<file path="src/rtl/writeback_stage.sv">
// writeback_stage: final stage of the 64-bit core and the only writer of the
// integer register file. Arbitrates between the EX result channel and the
// load-return channel, formats load data, and registers one write per cycle.
// Optional feature: define WB_INSTRET_EN to add the instret_o retire counter.
//
// Handshake: a channel transfers in a cycle where its valid and its ready are
// both 1. Ready is a combinational grant and never depends on the other side
// being ready. At most one channel transfers per cycle. Results appear on the
// register-file write port one cycle after the transfer.
module writeback_stage #(
  parameter int XLEN         = 64,
  parameter int STARVE_LIMIT = 4
) (
  input  logic            clk,
  input  logic            reset,
  input  logic            ex_valid_i,
  output logic            ex_ready_o,
  input  logic [4:0]      ex_rd_addr_i,
  input  logic [XLEN-1:0] ex_data_i,
  input  logic            mem_valid_i,
  output logic            mem_ready_o,
  input  logic [4:0]      mem_rd_addr_i,
  input  logic [XLEN-1:0] mem_rdata_i,
  input  logic [2:0]      mem_funct3_i,
  input  logic [2:0]      mem_byte_off_i,
  output logic [4:0]      rd_addr_o,
  output logic            wr_en_o,
  output logic [XLEN-1:0] wr_data_o,
  output logic            load_err_o
`ifdef WB_INSTRET_EN
  ,
  output logic [63:0]     instret_o
`endif
);

  localparam logic [3:0] LIMIT = 4'(STARVE_LIMIT);

  logic [3:0]      starve_cnt;
  logic [3:0]      starve_cnt_next;
  logic            grant_ex;
  logic            grant_mem;
  logic [XLEN-1:0] shifted;
  logic [XLEN-1:0] load_data;
  logic            misaligned;
  logic            illegal;
  logic            load_err;

  // Arbitration: loads win by default, EX is forced through once it has been
  // starved for LIMIT consecutive cycles.
  always_comb begin
    grant_ex    = ex_valid_i && (!mem_valid_i || (starve_cnt == LIMIT));
    grant_mem   = mem_valid_i && !grant_ex;
    ex_ready_o  = grant_ex;
    mem_ready_o = grant_mem;
  end

  // Starve counter next value: clear when EX is served or idle, else count
  // losses up to the limit.
  always_comb begin
    starve_cnt_next = starve_cnt;
    if (!ex_valid_i || grant_ex) begin
      starve_cnt_next = 4'd0;
    end else if (grant_mem && (starve_cnt != LIMIT)) begin
      starve_cnt_next = starve_cnt + 4'd1;
    end
  end

  // Starve counter register.
  always_ff @(posedge clk or posedge reset) begin
    if (reset) begin
      starve_cnt <= 4'd0;
    end else begin
      starve_cnt <= starve_cnt_next;
    end
  end

  assign shifted = mem_rdata_i >> {mem_byte_off_i, 3'b000};

  // Load alignment, extension and error detection.
  always_comb begin
    load_data  = shifted;
    misaligned = 1'b0;
    illegal    = 1'b0;
    case (mem_funct3_i)
      3'b000:  load_data = {{(XLEN-8){shifted[7]}},   shifted[7:0]};
      3'b001:  load_data = {{(XLEN-16){shifted[15]}}, shifted[15:0]};
      3'b010:  load_data = {{(XLEN-32){shifted[31]}}, shifted[31:0]};
      3'b011:  load_data = shifted;
      3'b100:  load_data = {{(XLEN-8){1'b0}},  shifted[7:0]};
      3'b101:  load_data = {{(XLEN-16){1'b0}}, shifted[15:0]};
      3'b110:  load_data = {{(XLEN-32){1'b0}}, shifted[31:0]};
      default: illegal   = 1'b1;
    endcase
    case (mem_funct3_i[1:0])
      2'b01:   misaligned = mem_byte_off_i[0];
      2'b10:   misaligned = (mem_byte_off_i[1:0] != 2'b00);
      2'b11:   misaligned = (mem_byte_off_i != 3'b000);
      default: misaligned = 1'b0;
    endcase
    load_err = misaligned || illegal;
  end

  // Register-file write port: one registered write per granted transfer;
  // rd = 0 and faulting loads are consumed without writing.
  always_ff @(posedge clk or posedge reset) begin
    if (reset) begin
      rd_addr_o  <= 5'd0;
      wr_en_o    <= 1'b0;
      wr_data_o  <= '0;
      load_err_o <= 1'b0;
    end else if (grant_ex) begin
      rd_addr_o  <= ex_rd_addr_i;
      wr_en_o    <= (ex_rd_addr_i != 5'd0);
      wr_data_o  <= ex_data_i;
      load_err_o <= 1'b0;
    end else if (grant_mem) begin
      rd_addr_o  <= mem_rd_addr_i;
      wr_en_o    <= (mem_rd_addr_i != 5'd0) && !load_err;
      wr_data_o  <= load_data;
      load_err_o <= load_err;
    end else begin
      wr_en_o    <= 1'b0;
      load_err_o <= 1'b0;
    end
  end

`ifdef WB_INSTRET_EN
  // Retire counter: one count per granted transfer, wrapping naturally.
  always_ff @(posedge clk or posedge reset) begin
    if (reset) begin
      instret_o <= 64'd0;
    end else if (grant_ex || grant_mem) begin
      instret_o <= instret_o + 64'd1;
    end
  end
`endif

endmodule

</file>
<file path="config.mk">
export PLATFORM = sky130hd
export DESIGN_NAME = writeback_stage
export DESIGN_NICKNAME = d
export VERILOG_FILES = /design/src/rtl/writeback_stage.sv
export SDC_FILE = /design/constraint.sdc
export NUM_CORES = 1
export LEC_CHECK = 0
export BUFFER_PORTS_ARGS = -buffer_cell sky130_fd_sc_hd__buf_2
export CAP_MARGIN = 20
export CORE_AREA = 2 2 128 93
export DETAILED_ROUTE_END_ITERATION = 10
export DIE_AREA = 0 0 130 95
export PLACE_DENSITY_LB_ADDON = 0.15
export SYNTH_ARGS = -nofsm -noshare
export SYNTH_HDL_FRONTEND = slang
export SYNTH_SLANG_ARGS = --single-unit
</file>
<file path="constraint.sdc">
create_clock -name clk -period 2.85 [get_ports clk]
set_clock_uncertainty 0.1 [all_clocks]
set_input_delay 0.4275 -clock clk [delete_from_list [all_inputs] [get_ports clk]]
set_output_delay 0.4275 -clock clk [all_outputs]
set_load 0.02 [all_outputs]
</file>
[After elaboration in Yosys (flattened, before gate mapping)]
Index checks and enable logic that the tools add are counted.
Storage, ports and cells
  flip-flop bits (word level): 75
  bits in latches: 0
  bits in writable memories: 0
  memory bits (read-only): 0
  input bits: 148
  output and inout port bits: 73
  memories: 0
Cells by class
  add/subtract/negate cells: 1
  multiply operators: 0
  div/mod/pow operators: 0
  magnitude comparators: 0
  eq/ne operators: 11
  shift-type cells: 1
  muxes and demuxes: 13
  bitwise gates (word level): 0
  reduce and logical (&&, ||, !) cells: 19
Operators with widths (number)
  case mux 64 bit (6 select lines): 1
  two-way mux 64 bit: 2
  >> shifter 64 x 6 -> 64 bit: 1
  two-way mux 5 bit: 2
  nonzero test 5 bit: 2
  equality test 3 bit (second input constant): 3
  two-way mux 4 bit: 2
  OR reduction 7 bit: 1
  equality test 3 x 2 -> 1 bit (second input constant): 2
  nonzero test 2 bit: 3
  two-way mux 1 bit: 5
  adder 4 x 1 -> 4 bit (second input constant): 1
  equality test 2 bit (second input constant): 2
  equality test 4 x 3 -> 1 bit (second input constant): 1
  logical AND 1 bit: 4
  logical NOT 1 bit: 4
  inequality test 4 x 3 -> 1 bit (second input constant): 1
  equality test 3 x 1 -> 1 bit (second input constant): 1
  logical NOT 3 bit: 1
  logical OR 1 bit: 3
  case mux 1 bit (3 select lines): 1
  nonzero test 3 bit: 1
  equality test 2 x 1 -> 1 bit (second input constant): 1

[Logic depth before layout (Yosys ltp)]
  depth after elaboration: 8
  mapped depth: 8
  depth with buffers taken out: 7

[Least setup slack after synthesis]
OpenSTA, ideal clock, no wires.
  path type: input to register
  start point: input port mem_byte_off_i[1]
  end point: register wr_data_o[15]
  arrival: 1.941 ns
  required time: 2.602 ns
  path slack: 0.660 ns
  stages on the path: 7
  path through: buf_2 -> mux2_2 -> mux4_2 -> a22oi_2 -> buf_6 -> buf_6 -> a31oi_1
Between the ends
  word-level cells in the longest chain between the ends: 4
RTL lines
  from (decl): line 25  | input logic [2:0] mem_byte_off_i,
  >> shifter 64 x 6 -> 64 bit: line 77  | assign shifted = mem_rdata_i >> {mem_byte_off_i, 3'b000};
  case mux 64 bit (6 select lines): line 84  | case (mem_funct3_i)
  two-way mux 64 bit: line 116  | end else if (grant_mem) begin
  two-way mux 64 bit: line 111  | end else if (grant_ex) begin
  to (signal assigned): line 114  | wr_data_o <= ex_data_i;
  to (signal assigned): line 119  | wr_data_o <= load_data;
  to (decl): line 28  | output logic [XLEN-1:0] wr_data_o,
Every way passes these cells. The select of a mux whose other input is x is not followed.
A chain may end at the register's enable or synchronous reset.

[Worst setup path in the final report]
  start point: register starve_cnt[0]
  end point: output port ex_ready_o
Between the ends
  word-level cells in the longest chain between the ends: 3
RTL lines
  from (decl): line 38  | logic [3:0] starve_cnt;
  from (signal assigned): line 73  | starve_cnt <= starve_cnt_next;
  equality test 4 x 3 -> 1 bit: line 51  | grant_ex = ex_valid_i && (!mem_valid_i || (starve_cnt == LIMIT));
  logical OR 1 bit: line 51
  logical AND 1 bit: line 51
  to (decl): line 17  | output logic ex_ready_o,
Every way passes these cells.

==> impl_metrics.py <==
metrics = {
    "run_status": {
        "outcome": "complete, no violations",
    },
    "placement": {
        "dp_slack_ps": 371,
        "place_congestion": 0.945,
        "hpwlAfterDp_um": 14400,
        "port_buffers": 220,
        "dpl.cell_count": 865,
    },
    "cts": {
        "tritoncts": "done",
        "clock_sink_count": 75,
        "ctsHoldBuffers": 0,
        "h-tree-depth": 3,
        "clock_path_buffers": 2,
        "cts_resized": 0,
        "cts_setup_buffers": 0,
        "insertion_delay_ps": 330,
        "cts-root-buf": "clkbuf_16",
        "cts_buffers": 9,
        "cts.clk_slew.worst_paths_ps": 60,
    },
    "floorplan": {
        "die_w_um": 130,
        "fp.dieH_um": 95,
        "initial_utilization_pct": 47.2,
        "io_pins": 221,
        "rows": 33,
        "dieArea_um2": 12400,
        "core_um2": 11300,
    },
    "timing": {
        "worstMarginPinSlew_ps": 893,
        "fin_crit_sh_pct": 88.2,
        "fin_crit_ps": 2510,
        "max_freq_mhz": 398,
        "setup_tns_ps": 0,
        "finalWorstSetupSlack_ps": 335,
        "hold_violations": 0,
        "finalSetupViolCount": 0,
        "rsz0062_at_grt": "no",
        "relSlewSlack_pct": 40.4,
        "maxSlewViolCount": 0,
    },
    "critical_path": {
        "r2r_cells": 8,
        "endpoint_kind": "output pin",
        "path_class": "reg -> out",
        "endpoint": "ex_ready_o",
        "startpoint": "starve_cnt[0]",
        "cp_slowest_cell": "dfrtp_1",
        "path_cells": "inv_1 -> ha_1 -> and3b_1 -> o21ai_4 -> clkinv_1 -> buf_2",
        "worstPathArrival_ps": 1990,
        "required_ps": 2320,
        "setup.worst_path.start_class": "flip-flop",
        "max_stage_delay_ps": 390,
        "r2r-start": "starve_cnt[0]",
        "r2r_slack_ps": 410,
        "cp_max_fo": 12,
        "reg2reg_to": "wr_data_o[44]",
    },
    "grt": {
        "grt_usage_pct": 31.0,
        "use_met2_pct": 47.6,
        "grt.busiest_layer": "met2",
        "grt_max_degree": 65,
        "met3_usage_pct": 7.48,
        "grt-ovfl-total": 0,
        "met1_usage_pct": 42.4,
        "grt_pass1_wl_um": 28800,
        "antenna_found_initial": 0,
        "grt_pass1_vias": 5403,
    },
    "power": {
        "clkPwrFrac_pct": 30.1,
        "power_density_nw_per_um2": 502,
        "switching_share_pct": 34.2,
        "p_sw_mw": 1.17,
        "ir_worst_vdd_uv": 314,
        "p_int_mw": 2.25,
        "seqPwrFrac_pct": 37.9,
        "p_comb_share_pct": 32.0,
        "leakagePower_nw": 3.09,
    },
    "yosys": {
        "yosysWarnings": 0,
        "ys.flop_type": "dfrtp_1",
        "ys_async_sr_fraction_pct": 100,
        "synth_edf_count": 0,
        "ys_seq_elements": 75,
        "avgSynthCellArea_um2": 10.1,
        "synth.distinct_cells": 47,
        "synth_nets": 679,
        "syn_area_um2": 5320,
        "syn_inst": 529,
        "ys_seq_area_share_pct": 35.3,
    },
    "drt": {
        "drtIter0Drc": 541,
        "wl_per_cell_um": 22.1,
        "drc": 0,
        "wl_um": 19500,
        "vias_per_cell": 6.49,
        "ant_nets": 0,
        "num_vias": 5707,
        "drtPass1Iterations": 7,
    },
    "finish": {
        "nNetsFinal": 869,
        "fin_cells": 880,
        "drive_gt1_share_pct": 42.3,
        "diodes": 0,
        "syn2layout_area_growth_pct": 28.4,
    },
    "worst_hold_path": {
        "hp-class": "in -> async",
    },
    "job": {
        "drv_cap": 0,
    },
}
[logic make-up (layout without fill, tap and decap cells)]
family	count (synthesis)	count (layout)	synth area share (%)
xor+xnor	2	2	0.329
simple gates	84	84	8.00
mux	86	86	22.3
compound gates	214	214	28.0
buf+inv	66	260	5.60
fa+ha+maj	2	2	0.471
flops	75	75	35.3
[per-stage QoR]
stage,hold slack (ps),power [mW],utilization (%),cell area [um2]
after floorplan,353,1.96,-,5320
after global placement,365,2.38,58.3,6570
after detailed placement,369,2.40,58.3,6570
after CTS,100,3.43,60.6,6830
after global routing,118,3.58,60.6,6830
final,71.5,3.43,60.6,6830
[layout make-up]
cell class	instances	area [um2]
Fill cell	1029	4440
Inverter	6	23.8
Clock buffer	12	246
Clock inverter	3	15.0
Sequential cell	75	1880
Tap cell	157	196
Multi-Input combinational cell	388	3170
Timing Repair Buffer	239	1300
[critical path, delay by kind of cell, from the launching register on]
| kind | cells | cell delay (ps) |
|---|---|---|
| AO/OA/AOI/OAI | 1 | 130 |
| adder cells (fa/ha/maj) | 1 | 210 |
| buffers and inverters | 3 | 700 |
| AND/OR/NAND/NOR | 1 | 210 |
| flip-flops | 1 | 390 |
[power by group through the flow]
stage	sequential (mW)	clock, mW	combinational [mW]
6_report	1.30	1.03	1.10
5_1_grt	1.31	1.10	1.17
4_1_cts	1.30	1.05	1.09
3_5_place_dp	1.31	0	1.09
3_3_place_gp	1.31	0	1.06
2_1_floorplan	1.47	0	0.495
[routing by layer]
layer	routed length, um	share of wire, %	vias up
li1	-	-	2495
met1	7980	41	2772
met2	8810	45	386
met3	2070	11	54
met4	603	3.1	0
met5	0	0	-
[cells in the mapped netlist, types with 2 or more instances]
master     instances  area [um2]
or4_1              2        15.0
dfrtp_1           75        1880
a32oi_1           14         123
ha_1               2        25.0
a21oi_1            2        10.0
a211oi_1           7        52.6
nor2b_1           19         119
mux4_2            24         541
buf_6              2        22.5
o22a_1             7        61.3
buf_1              3        11.3
a22oi_1           38         285
nand2b_1           7        43.8
o2bb2ai_1          8        70.1
buf_4              4        30.0
inv_1              5        18.8
nand2_1           26        97.6
and3b_1            2        17.5
clkbuf_1          35         131
o21a_1             8        60.1
nor2_1            17        63.8
nand3_1            3        15.0
mux2i_1           41         410
buf_2             15        75.1
a211o_1            7        61.3
a31oi_1           50         313
o21ai_0           17        85.1
or2_2              2        12.5
o22ai_1           49         307
mux2_2            21         236
[layout by cell type (no fill, tap or decap), drive strengths merged, types with 3 or more instances in the layout]
cell type / n
o22ai: 49
a211o: 7
mux4: 24
nand3: 3
nor2b: 19
o2bb2ai: 8
a211oi: 7
clkinv: 5
mux2: 21
clkbuf: 12
a32oi: 14
o22a: 7
nand2: 26
o21ai: 18
buf: 239
nand2b: 7
nor2: 17
o21a: 8
a31oi: 50
mux2i: 41
inv: 4
dfrtp: 75
a22oi: 39
[how the worst min path moves through the flow]
stage | from | endpoint | slack, ps | cells after the start
after floorplan | starve_cnt[0] | starve_cnt[0] | 350 | 1
after global placement | wr_data_o[2] | wr_data_o[2] | 360 | 2
after detailed placement | wr_data_o[2] | wr_data_o[2] | 370 | 2
after CTS | reset | wr_data_o[44] | 100 | 2
after global routing | reset | wr_data_o[11] | 120 | 2
final | reset | wr_data_o[29] | 70 | 2
[state kept, by name, indices dropped and copies added (netlist names)]
| name | count |
|---|---|
| load_err_o | 1 |
| wr_en_o | 1 |
| starve_cnt | 4 |
| rd_addr_o | 5 |
| wr_data_o | 64 |
(Power assumes the default switching activity.)
